<file path="config.mk">
export PLATFORM = sky130hd
export DESIGN_NAME = console_uart_tx
export DESIGN_NICKNAME = d
export VERILOG_FILES = /design/src/rtl/console_uart_tx.sv
export SDC_FILE = /design/constraint.sdc
export NUM_CORES = 1
export LEC_CHECK = 0
export BUFFER_PORTS_ARGS = -buffer_cell sky130_fd_sc_hd__buf_2
export CAP_MARGIN = 15
export CORE_AREA = 2 2 123 65
export CTS_CLUSTER_SIZE = 24
export DETAILED_ROUTE_END_ITERATION = 6
export DIE_AREA = 0 0 125 67
export PLACE_DENSITY = 0.76
export SLEW_MARGIN = 20
export SYNTH_ARGS = -nofsm -noshare
export SYNTH_HDL_FRONTEND = slang
export SYNTH_SLANG_ARGS = --single-unit
export TNS_END_PERCENT = 1
</file>
<file path="constraint.sdc">
create_clock -name clk -period 3.44 [get_ports clk]
set_input_delay 0.344 -clock clk [delete_from_list [all_inputs] [get_ports clk]]
set_output_delay 0.344 -clock clk [all_outputs]
set_load 0.03 [all_outputs]
</file>
<file path="src/rtl/console_uart_tx.sv">
// console_uart_tx: buffers console bytes in a FIFO and serializes them as UART frames (LSB first, 1 stop bit).
// Optional build macro CONSOLE_UART_PARITY_EN inserts an even-parity bit between the data and stop bits.
module console_uart_tx #(
  parameter int unsigned CLK_DIV    = 434,
  parameter int unsigned FIFO_DEPTH = 8,
  parameter int unsigned FIFO_AW    = 3
) (
  input  logic             clk,
  input  logic             reset_n,
  input  logic             in_val,
  output logic             in_rdy,
  input  logic [7:0]       in_bits,
  output logic             uart_txd,
  output logic             busy,
  output logic [FIFO_AW:0] fifo_count
);

  localparam int unsigned CW = $clog2(CLK_DIV);
  localparam logic [CW-1:0]    BIT_LAST = CW'(CLK_DIV - 1);
  localparam logic [FIFO_AW:0] FULL     = (FIFO_AW+1)'(FIFO_DEPTH);
  localparam logic [FIFO_AW:0] ONE      = (FIFO_AW+1)'(1);
  localparam logic [FIFO_AW-1:0] PTR_ONE = FIFO_AW'(1);

`ifdef CONSOLE_UART_PARITY_EN
  typedef enum logic [2:0] {IDLE, START, DATA, PARITY, STOP} state_t;
`else
  typedef enum logic [1:0] {IDLE, START, DATA, STOP} state_t;
`endif

  state_t               state, state_next;
  logic [7:0]           mem [FIFO_DEPTH];
  logic [FIFO_AW-1:0]   wr_ptr, rd_ptr;
  logic [FIFO_AW:0]     count, count_next;
  logic [CW-1:0]        baud;
  logic [2:0]           idx;
  logic [7:0]           sh;
  logic                 reset_n_q;
  logic                 txd_next;
  logic                 push, pop, bit_end;
`ifdef CONSOLE_UART_PARITY_EN
  logic                 par;
`endif

  // in_rdy looks only at the pre-edge count, so a pop on a full FIFO never admits a same-edge push
  assign in_rdy     = reset_n_q && (count != FULL);
  assign push       = in_val && in_rdy;
  assign bit_end    = (baud == BIT_LAST);
  assign fifo_count = count;

  always_comb begin
    state_next = state;
    pop        = 1'b0;
    txd_next   = 1'b1;
    case (state)
      IDLE: begin
        if (count != '0) begin
          pop        = 1'b1;
          state_next = START;
        end
      end
      START: begin
        txd_next = 1'b0;
        if (bit_end) state_next = DATA;
      end
      DATA: begin
        txd_next = sh[0];
        if (bit_end && (idx == 3'd7)) begin
`ifdef CONSOLE_UART_PARITY_EN
          state_next = PARITY;
`else
          state_next = STOP;
`endif
        end
      end
`ifdef CONSOLE_UART_PARITY_EN
      PARITY: begin
        txd_next = par;
        if (bit_end) state_next = STOP;
      end
`endif
      STOP: begin
        // a queued byte starts its frame straight after the stop bit, with no idle bit
        if (bit_end) begin
          if (count != '0) begin
            pop        = 1'b1;
            state_next = START;
          end else begin
            state_next = IDLE;
          end
        end
      end
      default: state_next = IDLE;
    endcase
  end

  always_comb begin
    count_next = count;
    if (push && !pop)      count_next = count + ONE;
    else if (pop && !push) count_next = count - ONE;
  end

  always_ff @(posedge clk) begin
    if (!reset_n) begin
      state     <= IDLE;
      count     <= '0;
      wr_ptr    <= '0;
      rd_ptr    <= '0;
      baud      <= '0;
      idx       <= '0;
      sh        <= '0;
      uart_txd  <= 1'b1;
      busy      <= 1'b0;
      reset_n_q <= 1'b0;
`ifdef CONSOLE_UART_PARITY_EN
      par       <= 1'b0;
`endif
    end else begin
      reset_n_q <= 1'b1;
      state     <= state_next;
      count     <= count_next;
      uart_txd  <= txd_next;
      busy      <= (state_next != IDLE) || (count_next != '0);
      if (push) wr_ptr <= wr_ptr + PTR_ONE;
      if ((state == IDLE) || bit_end) baud <= '0;
      else                            baud <= baud + CW'(1);
      if (pop) begin
        sh     <= mem[rd_ptr];
        rd_ptr <= rd_ptr + PTR_ONE;
        idx    <= '0;
`ifdef CONSOLE_UART_PARITY_EN
        par    <= ^mem[rd_ptr];
`endif
      end else if ((state == DATA) && bit_end) begin
        sh  <= {1'b0, sh[7:1]};
        idx <= idx + 3'd1;
      end
    end
  end

  always_ff @(posedge clk) begin
    if (reset_n && push) mem[wr_ptr] <= in_bits;
  end

endmodule

</file>
==> impl_results.md <==
* Run status: complete, no violations
* Bufs on Longest Clock Path at 2
* Skew-Pair Late Insertion Delay at 0.34 ns
* Share of Yosys cell area claimed by the top area cell type at 0.447
* Setup violation total in the final timing report at 0
* Total global-route track usage at 0.206
* List of most frequent post-synthesis cells: edfxtp_1 (64), dfxtp_1 (38), nand2_1 (36)
* Primary flip-flop cell chosen by synthesis mapping: edfxtp_1
* Core ar. at 7210 sq um
* Combined area of all synthesized cells at 4300 sq um
* Final instance count without filler cells at 438
* Crit path required time at 3.67 ns
* Fin crit period at 2.72 ns
* Seq. cell area at 2680 sq um
* Die Y-Extent at 67 um
* Number of gates given a new drive strength after cts at 0
* Critical-path cell with the highest stage delay: nor4_4
* Clock-pin slew on the worst setup and hold paths at 0.07 ns
* Cell with the most instances after synthesis: edfxtp_1
* Final-stage net count at 361
* Hold Buf Count CTS at 0
* Top cell type by total area after synthesis: edfxtp_1
* Average detailed-routed wire length per instance at 17.6 um
* Share of cells above drive strength 1 at 0.187
* Count of unresolved DRC violations after routing at 0
* Number of port buffers at 17
* Distinct cells, synth at 41
* Post-route antenna net violation count at 0
* Worst setup EP type: flop
* Starting density of the core at 0.596
* Worst hold-check path type: in2reg
* Average cell area after synthesis at 13.8 sq um
* Worst path arrival time at 2.95 ns
* Length of the first detailed-routing pass in iterations at 4
* Clock tree from TritonCTS: yes
* Post-synthesis cell count at 312
* Final wirelength at 7.69 mm
* Final-layout setup total negative slack at 0 ns
* Chip Width at 125 um
* Residual overflow from global routing at 0
* Filler cells at 505
* Total number of clock tree sinks at 102
* Sequential cell area fraction in the yosys report at 0.625
* Synth-to-layout area growth at 12.4%
* Leakage power at 1.71 nW
* RSZ-0062 raised after global routing: no
* # Max-Cap Violations at 0
* Routed via count at 2499
* Post-route clock skew at 0.00504 ns
* Area of the multi-input gates at 1540 sq um
* Max FO, Critical Path at 15
* Post-synth EDFFs at 64
* Floorplan row count at 22
* Max IR drop VDD at 0.382 mV
* Fmax at 367 MHz
* 1st-iter DRT viols at 147
* Synth Net Count at 336
* Max-slew violation count at 0
* Pin count of the biggest net entering global routing at 31
* Chain of cells forming the critical path: ha_1 -> nand4b_2 -> nor4_4 -> a32o_1 -> buf_4 -> xnor2_1 -> or4_1 -> o31a_1
* Clock buffer count from CTS at 9
* Type of element launching the critical path: flop
* Power per standard cell area at 701 nW/um^2
* Number of H-tree branching levels at 3
* Number of synthesized register bits at 102
* Total design power at 3.38 mW
* Initial antenna violation count at 0
* Standard cell area after detailed placement at 4530 sq um
* Final GP Congestion at 0.780
* Syn. warnings at 0
* Critical path type: reg2reg
* Worst slew pin tran at 0.778 ns
* Placed instance count at 422
* Buffer cell driving the clock tree root: clkbuf_16
* Half-perimeter wire length after placement at 4.97 mm
* Routed vias/inst at 5.71
* Vias in the first global route at 2440
* Synth async-reset ratio at 0
* Critical path's largest stage delay at 0.58 ns
* Post CTS Setup Buffer Count at 0
* Wire length of the first global-routing pass at 12.7 mm
* Final hold violation count at 0
* Synth area leaders: edfxtp_1 (45%), dfxtp_1 (18%), mux4_2 (8.4%)
* Antenna diode count at 0
* Total die area at 8380 sq um
* Worst-case headroom to the max-slew limit at 0.480
* Final std cell area, no fill at 4830 sq um
* I/O pin count at 18
* Tcrit/Tclk final at 0.791
==> area by class of cell <==
cell class	instances	area share
inverters	6	0.00467
clock inverters	5	0.0137
clock buffers	11	0.0482
multi-input cells	190	0.318
well taps	96	0.0249
flip-flops and latches	102	0.556
repair buffers	28	0.0347
==> power by group <==
group / switching [mW] / leakage (nW) / internal [mW]
clock: 0.430 / 0.142 / 0.573
combinational: 0.465 / 0.679 / 0.404
sequential: 0.102 / 0.887 / 1.41
total: 0.996 / 1.71 / 2.39
==> metal layers <==
layer,vias up,wire length (um),global-route usage,share of wire
li1,1211,-,-,-
met1,1231,3490,0.249,0.45
met2,42,3760,0.358,0.49
met3,15,315,0.0643,0.041
met4,0,126,0.0708,0.016
met5,-,0,0,0
==> path summary, 6_finish.rpt <==
kind,cells past startpoint,slack (ns),to,start
hold reg to reg,2,0.47,idx[2],idx[2]
setup / recovery,8,0.72,busy,baud[0]
setup reg to reg,8,0.72,busy,baud[0]
hold / removal,1,0.26,mem[5][1],in_bits[1]
==> sequential cells by signal, indices dropped and copies added (netlist names), named ones only <==
signal      count
sh              8
uart_txd        1
baud            9
idx             3
reset_n_q       1
mem            64
state           2
busy            1
rd_ptr          3
wr_ptr          3
fifo_count      4
==> worst max-delay path, delay by kind of cell, from the launching register on <==
family | cells | cell delay (ns)
AO/OA/AOI/OAI | 2 | 0.52
XOR/XNOR | 1 | 0.11
adder cells (fa/ha/maj) | 1 | 0.19
buffers and inverters | 1 | 0.18
flip-flops | 1 | 0.41
AND/OR/NAND/NOR | 3 | 1.20
==> kinds of logic (layout without fill, tap and decap cells) <==
kind of cell | after synthesis | count (layout) | share of synthesized area
and+or+nand+nor | 115 | 115 | 0.141
DFF | 102 | 102 | 0.625
muxes | 30 | 30 | 0.117
buffers and inverters | 20 | 50 | 0.0181
AOI/OAI and AO/OA | 16 | 16 | 0.0291
xor gates and xnor gates | 16 | 16 | 0.0326
adders and majority gates | 13 | 13 | 0.0379
==> layout by cell type, fill, tap and decap left out, drive strengths merged, types with 3 or more instances in the layout <==
master	synthesis	final
nand2	36	36
and2	13	13
a21oi	3	3
inv	6	8
buf	3	28
xnor2	9	9
ha	13	13
xor2	7	7
dfxtp	38	38
and3	7	7
mux4	16	16
clkbuf	11	11
nor2	12	12
mux2i	13	13
nor4	4	4
nor3	5	5
nor2b	4	4
nand3	22	22
o21ai	4	4
or4	3	3
edfxtp	64	64
==> metrics by stage <==
| stage | hold slack, ns | worst slack [ns] | util |
|---|---|---|---|
| floorplan | 0.372 | 0.909 | - |
| global placement | 0.447 | 0.852 | 0.628 |
| detailed placement | 0.458 | 0.752 | 0.628 |
| CTS | 0.261 | 0.713 | 0.669 |
| global route | 0.267 | 0.533 | 0.669 |
| finish | 0.263 | 0.718 | 0.669 |
No activity file was read; power rests on OpenSTA's default activity.
